<file path="src/rtl/pc_sequencer_if.sv">
// Handshake bundle between the pipeline (master) and the next-PC sequencer (slave).
interface pc_sequencer_if;
  logic [31:0] pcCur;
  logic        stall;
  logic        branchTaken;
  logic [31:0] branchTarget;
  logic        jump;
  logic [31:0] jumpTarget;
  logic        trap;
  logic        halt;
  logic        resume;
  logic [31:0] pcNext;
  logic        pcWrite;
  logic        flushIfId;
  logic        flushIdEx;
  logic [31:0] epc;
  logic        halted;

  modport master (
    output pcCur, stall, branchTaken, branchTarget, jump, jumpTarget, trap, halt, resume,
    input  pcNext, pcWrite, flushIfId, flushIdEx, epc, halted
  );

  modport slave (
    input  pcCur, stall, branchTaken, branchTarget, jump, jumpTarget, trap, halt, resume,
    output pcNext, pcWrite, flushIfId, flushIdEx, epc, halted
  );
endinterface

</file>
<file path="src/rtl/pc_sequencer.sv">
// Next-PC controller: sequential fetch, branch/jump redirect, trap entry, stall and halt,
// plus Moore pipeline flushes and exception-PC capture.
module pc_sequencer #(
  parameter logic [31:0] RESET_VECTOR = 32'h0000_0000,
  parameter logic [31:0] TRAP_VECTOR  = 32'h0000_0080,
  parameter int unsigned PC_STEP      = 4,
  parameter int unsigned FLUSH_CYCLES = 2
) (
  input logic             clk,
  input logic             rst_n,
  pc_sequencer_if.slave   bus
);

  localparam logic [31:0] PcStep    = 32'(PC_STEP);
  localparam logic [2:0]  FlushInit = 3'(FLUSH_CYCLES);

  typedef enum logic [1:0] {
    StBoot   = 2'd0,
    StRun    = 2'd1,
    StFlush  = 2'd2,
    StHalted = 2'd3
  } state_e;

  state_e      stateQ, stateD;
  logic [2:0]  fcntQ, fcntD;
  logic        jumpFlushQ, jumpFlushD;
  logic [31:0] epcQ, epcD;
  logic        takeTrap;

  always_ff @(posedge clk or negedge rst_n) begin
    if (!rst_n) begin
      stateQ     <= StBoot;
      fcntQ      <= 3'd0;
      jumpFlushQ <= 1'b0;
      epcQ       <= 32'h0;
    end else begin
      stateQ     <= stateD;
      fcntQ      <= fcntD;
      jumpFlushQ <= jumpFlushD;
      epcQ       <= epcD;
    end
  end

  always_comb begin
    stateD      = stateQ;
    fcntD       = fcntQ;
    jumpFlushD  = jumpFlushQ;
    epcD        = epcQ;
    takeTrap    = 1'b0;
    bus.pcNext  = bus.pcCur + PcStep;
    bus.pcWrite = 1'b1;

    unique case (stateQ)
      StBoot: begin
        bus.pcNext = RESET_VECTOR;
        stateD     = StRun;
      end
      StRun: begin
        if (bus.trap) begin
          takeTrap = 1'b1;
        end else if (bus.branchTaken) begin
          bus.pcNext = bus.branchTarget;
          stateD     = StFlush;
          fcntD      = FlushInit;
          jumpFlushD = 1'b0;
        end else if (bus.jump) begin
          // A jump resolves in ID, so only the IF/ID slot holds a wrong-path instruction.
          bus.pcNext = bus.jumpTarget;
          stateD     = StFlush;
          fcntD      = 3'd1;
          jumpFlushD = 1'b1;
        end else if (bus.halt) begin
          bus.pcNext  = bus.pcCur;
          bus.pcWrite = 1'b0;
          stateD      = StHalted;
        end else if (bus.stall) begin
          bus.pcNext  = bus.pcCur;
          bus.pcWrite = 1'b0;
        end
      end
      StFlush: begin
        // Branch/jump/stall here come from squashed slots and are ignored.
        if (bus.trap) begin
          takeTrap = 1'b1;
        end else if (fcntQ <= 3'd1) begin
          stateD = StRun;
        end else begin
          fcntD = fcntQ - 3'd1;
        end
      end
      StHalted: begin
        bus.pcNext  = bus.pcCur;
        bus.pcWrite = 1'b0;
        if (bus.trap) begin
          takeTrap = 1'b1;
        end else if (bus.resume) begin
          stateD = StRun;
        end
      end
      default: begin
        stateD = StBoot;
      end
    endcase

    if (takeTrap) begin
      bus.pcNext  = TRAP_VECTOR;
      bus.pcWrite = 1'b1;
      epcD        = bus.pcCur;
      stateD      = StFlush;
      fcntD       = FlushInit;
      jumpFlushD  = 1'b0;
    end
  end

  always_comb begin
    bus.flushIfId = (stateQ == StFlush);
    bus.flushIdEx = (stateQ == StFlush) && !jumpFlushQ;
    bus.halted    = (stateQ == StHalted);
    bus.epc       = epcQ;
  end

endmodule

</file>
<file path="src/flat_wrapper.sv">
// flat-port wrapper written by rule: the top's interface ports become plain ports
module pc_sequencer_flat 
#(
  parameter logic [31:0] RESET_VECTOR = 32'h0000_0000,
  parameter logic [31:0] TRAP_VECTOR  = 32'h0000_0080,
  parameter int unsigned PC_STEP      = 4,
  parameter int unsigned FLUSH_CYCLES = 2
)
  (clk, rst_n, bus_pcCur, bus_stall, bus_branchTaken, bus_branchTarget, bus_jump, bus_jumpTarget, bus_trap, bus_halt, bus_resume, bus_pcNext, bus_pcWrite, bus_flushIfId, bus_flushIdEx, bus_epc, bus_halted);
  pc_sequencer_if bus_i ();
  input logic clk;
  input logic rst_n;
  input wire logic [$bits(bus_i.pcCur)-1:0] bus_pcCur;
  input wire logic [$bits(bus_i.stall)-1:0] bus_stall;
  input wire logic [$bits(bus_i.branchTaken)-1:0] bus_branchTaken;
  input wire logic [$bits(bus_i.branchTarget)-1:0] bus_branchTarget;
  input wire logic [$bits(bus_i.jump)-1:0] bus_jump;
  input wire logic [$bits(bus_i.jumpTarget)-1:0] bus_jumpTarget;
  input wire logic [$bits(bus_i.trap)-1:0] bus_trap;
  input wire logic [$bits(bus_i.halt)-1:0] bus_halt;
  input wire logic [$bits(bus_i.resume)-1:0] bus_resume;
  output wire logic [$bits(bus_i.pcNext)-1:0] bus_pcNext;
  output wire logic [$bits(bus_i.pcWrite)-1:0] bus_pcWrite;
  output wire logic [$bits(bus_i.flushIfId)-1:0] bus_flushIfId;
  output wire logic [$bits(bus_i.flushIdEx)-1:0] bus_flushIdEx;
  output wire logic [$bits(bus_i.epc)-1:0] bus_epc;
  output wire logic [$bits(bus_i.halted)-1:0] bus_halted;
  assign bus_i.pcCur = bus_pcCur;
  assign bus_i.stall = bus_stall;
  assign bus_i.branchTaken = bus_branchTaken;
  assign bus_i.branchTarget = bus_branchTarget;
  assign bus_i.jump = bus_jump;
  assign bus_i.jumpTarget = bus_jumpTarget;
  assign bus_i.trap = bus_trap;
  assign bus_i.halt = bus_halt;
  assign bus_i.resume = bus_resume;
  assign bus_pcNext = bus_i.pcNext;
  assign bus_pcWrite = bus_i.pcWrite;
  assign bus_flushIfId = bus_i.flushIfId;
  assign bus_flushIdEx = bus_i.flushIdEx;
  assign bus_epc = bus_i.epc;
  assign bus_halted = bus_i.halted;
  pc_sequencer #(.RESET_VECTOR(RESET_VECTOR), .TRAP_VECTOR(TRAP_VECTOR), .PC_STEP(PC_STEP), .FLUSH_CYCLES(FLUSH_CYCLES)) u_core (.clk(clk), .rst_n(rst_n), .bus(bus_i));
endmodule
</file>
<file path="config.mk">
export PLATFORM = sky130hd
export DESIGN_NAME = pc_sequencer_flat
export DESIGN_NICKNAME = d
export VERILOG_FILES = /design/src/rtl/pc_sequencer_if.sv /design/src/rtl/pc_sequencer.sv /design/src/flat_wrapper.sv
export SDC_FILE = /design/constraint.sdc
export NUM_CORES = 1
export LEC_CHECK = 0
export CAP_MARGIN = 20
export CORE_UTILIZATION = 45
export CTS_CLUSTER_DIAMETER = 200
export DETAILED_ROUTE_END_ITERATION = 8
export GPL_ROUTABILITY_DRIVEN = 0
export PLACE_DENSITY = 0.86
export SLEW_MARGIN = 20
export SYNTH_ARGS = -nofsm -noshare
export SYNTH_HDL_FRONTEND = slang
export SYNTH_SLANG_ARGS = --single-unit
</file>
<file path="constraint.sdc">
create_clock -name clk -period 8.15 [get_ports clk]
set_input_delay 2.0375 -clock clk [delete_from_list [all_inputs] [get_ports clk]]
set_output_delay 2.0375 -clock clk [all_outputs]
set_load 0.005 [all_outputs]
</file>
======== Yosys cells after proc, flatten, opt, wreduce, memory -nomap -nowiden ========
Cells that the tools add are included.
word-level totals
  bits in registers ....................... 38
  bits in latches ......................... 0
  memory bits (writable) .................. 0
  ROM bits ................................ 0
  input bits .............................. 104
  output and inout port bits .............. 68
  word-level logic and storage cells ...... 67
  memories ................................ 0
operators by class
  add/sub/neg operators ................... 2
  $mul .................................... 0
  div/mod/pow operators ................... 0
  $lt $le $gt $ge ......................... 1
  eq/ne operators ......................... 12
  shifts and indexed selects .............. 0
  multiplexer cells ....................... 38
  bitwise gates (word level) .............. 0
  reduce and logical (&&, ||, !) cells .... 10
operators with widths
  cell                     number
  $mux W32                 6
  $pmux W32 S3             1
  $add A32 B3 Y32 const B  1
  $mux W2                  9
  $mux W3                  6
  $ne A3 B2 Y1 const B     5
  $mux W1                  13
  $pmux W2 S4              1
  $pmux W3 S2              1
  $reduce_and A6 Y1        1
  $reduce_bool A3 Y1       2
  $ne A5 B4 Y1 const B     1
  $reduce_and A5 Y1        1
  $eq A2 B2 Y1 const B     2
  $ne A4 B3 Y1 const B     1
  $le A3 B1 Y1 const B     1
  $ne A3 B1 Y1 const B     1
  $reduce_and A3 Y1        1
  $reduce_or A3 Y1         1
  $sub A3 B1 Y3 const B    1
  $eq A2 B1 Y1 const B     1
  $logic_not A2 Y1         1
  $ne A2 B1 Y1 const B     1
  $pmux W1 S2              1
  other kinds (3)          3

======== Logic depth before layout (Yosys ltp) ========
  depth in word-level cells ............... 8
  depth in mapped cells ................... 9
  mapped depth without buffers ............ 7

======== Least setup slack after synthesis ========
Ideal clock, no wire load.
  path type ............................... in2out
  from .................................... in bus_pcCur[2]
  to ...................................... out bus_pcNext[20]
  data arrival time ....................... 3.642 ns
  required time ........................... 6.113 ns
  slack ................................... 2.470 ns
  stages .................................. 6
  path buffers ............................ 0
  cell sequence ........................... ha_1 nand4_2 or4_4 or3_1 mux2i_1 nor3_1
on the way
  longest elaborated chain between the ends .. 8
ends and longest elaborated chain
  item                 line                 text
  from (decl)          flat_wrapper.sv:13   input wire logic [$bits(bus_i.pcCur)-1:0] bus_pcCur;
  $add A32 B3 Y32 (*)  pc_sequencer.sv:50   bus.pcNext = bus.pcCur + PcStep;
  $mux W32             pc_sequencer.sv:76   end else if (bus.stall) begin
  $mux W32             pc_sequencer.sv:72   end else if (bus.halt) begin
  $mux W32             pc_sequencer.sv:66   end else if (bus.jump) begin
  $mux W32             pc_sequencer.sv:61   end else if (bus.branchTaken) begin
  $mux W32             pc_sequencer.sv:59   if (bus.trap) begin
  $pmux W32 S3 (*)     pc_sequencer.sv:53   unique case (stateQ)
  $mux W32 (*)         pc_sequencer.sv:105  if (takeTrap) begin
  to (decl)            flat_wrapper.sv:22   output wire logic [$bits(bus_i.pcNext)-1:0] bus_pcNext;
Every way passes the cells marked *; elsewhere a longest branch is shown, timed or not.

======== Worst setup path after layout ========
  from .................................... in bus_jump
  to ...................................... out bus_pcNext[13]
on the way
  longest elaborated chain between the ends .. 5
ends and longest elaborated chain
  item          line                 text
  from (decl)   flat_wrapper.sv:17   input wire logic [$bits(bus_i.jump)-1:0] bus_jump;
  $mux W32      pc_sequencer.sv:66
  $mux W32      pc_sequencer.sv:61
  $mux W32      pc_sequencer.sv:59
  $pmux W32 S3  pc_sequencer.sv:53
  $mux W32      pc_sequencer.sv:105
No other way between the ends.

==> results.md <==
- The mapped netlist covers 3491 um2.
- The half-perimeter wire length after placement is 9.568 mm.
- The clock drives 38 sinks.
- With fillers left out, the area of the finished cells amounts to 5291 um2.
- The worst-path maximum fanout is 19.
- Counting flops and latches in the post-synthesis netlist gives 38.
- After detailed placement, the total cell area comes to 5196 um2.
- On the final layout, the worst hold slack is 502.4 ps.
- The endpoint type of the worst setup path is an output port.
- The number of global-route vias before repair came to 4145.
- Entering global routing, the biggest net connects 47 pins.
- The floorplan die height is 90.08 um.
- The number of setup buffers added after CTS is 0.
- After detailed routing, the average wire length per cell comes to 19.28 um.
- The setup slack after layout is 1054 ps.
- The share of final-layout standard cells stronger than drive strength 1 is 10.67%.
- The max-cap violation count is 0.
- Summing the sequential cell areas from Yosys gives 27.24% of the chip area.
- The distinct cell type count of the synthesized netlist is 68.
- The number of antenna violations at the first check in global routing is 0.
- Dividing the detail-routed via count by the number of cells gives 6.254.
- Counting flops with a built-in enable in the synthesized netlist gives 0.
- The number of H-tree levels is 2.
- For this block, the routed nets add up to 13.11 mm of wire.
- The layout overhead on the synthesized area is 51.58%.
- The number of nets produced by synthesis is 542.
- The number of antenna cells inserted is 0.
- TritonCTS built the clock tree.
- The area of the die is 8114 um2.
- In this run, CTS created clock tree buffers numbering 5.
- 172 I/O pins were placed.
- On the critical path, the stage with the largest delay is an instance of clkdlybuf4s50_1.
- The total global-route track usage is 31.90%.
- The average instance in the mapped netlist occupies 8.025 um2.
- The delay of the slowest cell on the worst path is 890 ps.
- The critical setup path kind is in -> out.
- The yosys synthesis warning count is 0.
- In this run the tool buffered the top-level ports with 171 buffer cells.
- Setup repair after global routing left no endpoint under its margin.
- After clock tree synthesis, the repair step resized 0 gates.
- The net count of the finished layout is 687.
- The arrival time of data at the critical path endpoint is 5060 ps.
- The ratio of final minimum period to clock period is 87.07%.
- The synthesized design devotes to its leading area cell type 27.24% of total area.
- The power density of the placed cells is 233.2 nW/um2.
- The later pin in the worst-skew pair is clocked with a latency of 300 ps.
- The critical path goes through clkdlybuf4s50_1 -> nor3_1 -> o21ai_2 -> a21oi_1 -> a2111oi_0 -> clkdlybuf4s50_1.
- Headroom to the max-slew limit came out at 39.01%.
- The sort of element at the start of the critical path is an input pin.
- The initial utilization of the core area, before any placement, comes to 47.37%.
- In this run the core area contains 31 standard-cell rows.
- The worst hold path belongs to the class reg -> reg.
- The required time of the worst setup path is 6110 ps.
- Measured on the finished design, the core utilization comes to 71.80%.
- The post-cts hold buffer count is 0.
- The clock passes through at most 2 buffers.
- Ranked by instance count, the synthesized netlist is headed by 46 x nand2_1, 38 x dfrtp_1, 35 x nor2_1.
- In the routed design, unresolved DRC markers number 0.
- The total of endpoints with negative setup slack in the final report is 0.
- For this block, the via count after detailed routing is 4253.
- The maximum clock frequency is 140.9 MHz.
- For this design the static power due to leakage is 2.059 nW.
- After clock tree synthesis, the clock-pin slew on the worst setup and hold paths is 90 ps.
- The sum of overflow across all layers after global routing is 0.
- By area the synthesized netlist is led by dfrtp_1 27%, mux2_2 9.7%, nand2_1 4.9%.
- In the synthesized netlist the dominant register cell turns out to be dfrtp_1.
- After synthesis, the share of flip-flops with an asynchronous set or reset is 100.0%.
- The cell that appears most often on the critical path is clkdlybuf4s50_1.
- The pre-antenna-repair detailed-routing pass consisted of 5 iterations.
- The first-pass GRT wire length is 21.11 mm.
- The max-slew violation total from the final report was 0.
- The standard cell core area is 7370 um2.
- The flow ran to the end, and the final reports show no timing, DRC or antenna violations.
- The buffer cell driving the clock tree root is clkbuf_8.
- The filler cells instantiated in the layout total 610.
- The worst path in the final design needs a cycle of 7096 ps, including I/O delays and setup.
- The maximum resistive drop on vdd is 0.1278 mV.
- The sum of negative setup slack is 0 ps.
- Yosys instantiated no cell more often than nand2_1.
- The worst-case setup slack after placement is 1189 ps.
- The count of nets left with antenna violations once routing finished came out at 0.
- For the pin with the worst max-slew slack, the measured transition is 914.9 ps.
- Summed over all instances, the cell type with the most area after synthesis is dfrtp_1.
- Measured along the x axis, the die boundary spans 90.08 um.
- The cell count after synthesis came out at 435.
- The worst-case clock skew is 8.034 ps.
- For this block, the initial DRC count from the detailed router was 502.
- The total count of hold-check failures in the final report came to 0.
[placed cells by master (no fill, tap or decap), types with 15 or more instances in the layout]
| master | netlist | final |
|---|---|---|
| a211oi_1 | 15 | 15 |
| a21oi_1 | 29 | 29 |
| clkdlybuf4s50_1 | 0 | 169 |
| dfrtp_1 | 38 | 38 |
| mux2_2 | 30 | 30 |
| nand2_1 | 46 | 46 |
| nor2_1 | 35 | 35 |
| o21ai_0 | 20 | 20 |
| o22ai_1 | 25 | 25 |
[worst max-delay path: cells and delay by family]
kind,cells,cell delay [ps]
compound gates,3,1310
simple gates,1,210
buf+inv,2,1500
[final cells by class]
cell class | count | area [um2] | area share (%)
clock inverter | 2 | 12.51 | 0.2365
sequential | 38 | 950.9 | 17.97
clock buffer | 6 | 82.58 | 1.561
tap | 99 | 123.9 | 2.341
inverter | 14 | 52.55 | 0.9931
multi-input combinational | 345 | 2330 | 44.03
timing repair buffer | 176 | 1739 | 32.87
[cells by family after synthesis]
kind of cell	share of synthesized area [%]
AOI/OAI and AO/OA	27.63
xor gates and xnor gates	2.258
adders and majority gates	1.075
buffers and inverters	6.021
DFF	27.24
muxes	13.12
and+or+nand+nor	22.65
[sequential cells by signal, summed over array words and instances (netlist names)]
name	flops
u_core.fcntQ	3
u_core.jumpFlushQ	1
u_core.bus.epc	32
u_core.stateQ	2
[per-stage QoR]
| stage | instances | total power [W] |
|---|---|---|
| floorplan | 435 | 0.0006940 |
| global placement | 672 | 0.001056 |
| detailed placement | 672 | 0.001076 |
| CTS | 680 | 0.001223 |
| global route | 680 | 0.001308 |
| finish | 680 | 0.001234 |
[report_power, final]
group          leakage (nW)  switching (W)  internal, W
Combinational          1.56       0.000390     0.000405
Clock                0.0472      0.0000769    0.0000682
Sequential            0.449      0.0000368     0.000257
Total                  2.06       0.000504     0.000730
[metal layers]
layer / wire [um] / vias to the layer above / share of wire [%] / track usage (%)
met5: 0 / - / 0 / 0
li1: - / 1937 / - / -
met2: 6360 / 251 / 49 / 53.56
met1: 5311 / 2030 / 41 / 41.63
met3: 1114 / 35 / 8.5 / 5.415
met4: 324 / 0 / 2.5 / 10.22
[final timing paths]
| path | from | slack (ps) | cells past startpoint | end |
|---|---|---|---|---|
| worst min register to register | u_core.bus.epc[27] | 500 | 2 | u_core.bus.epc[27] |
| worst max register to register | u_core.stateQ[1] | 5490 | 6 | u_core.bus.epc[16] |
| min in group asynchronous | rst_n | 1860 | 1 | u_core.bus.epc[27] |
| max in group asynchronous | rst_n | 5710 | 1 | u_core.bus.epc[4] |
| worst max-delay path | bus_jump | 1050 | 6 | bus_pcNext[13] |
| worst min-delay path | u_core.bus.epc[27] | 500 | 2 | u_core.bus.epc[27] |
Power figures use the tool's default switching activity.
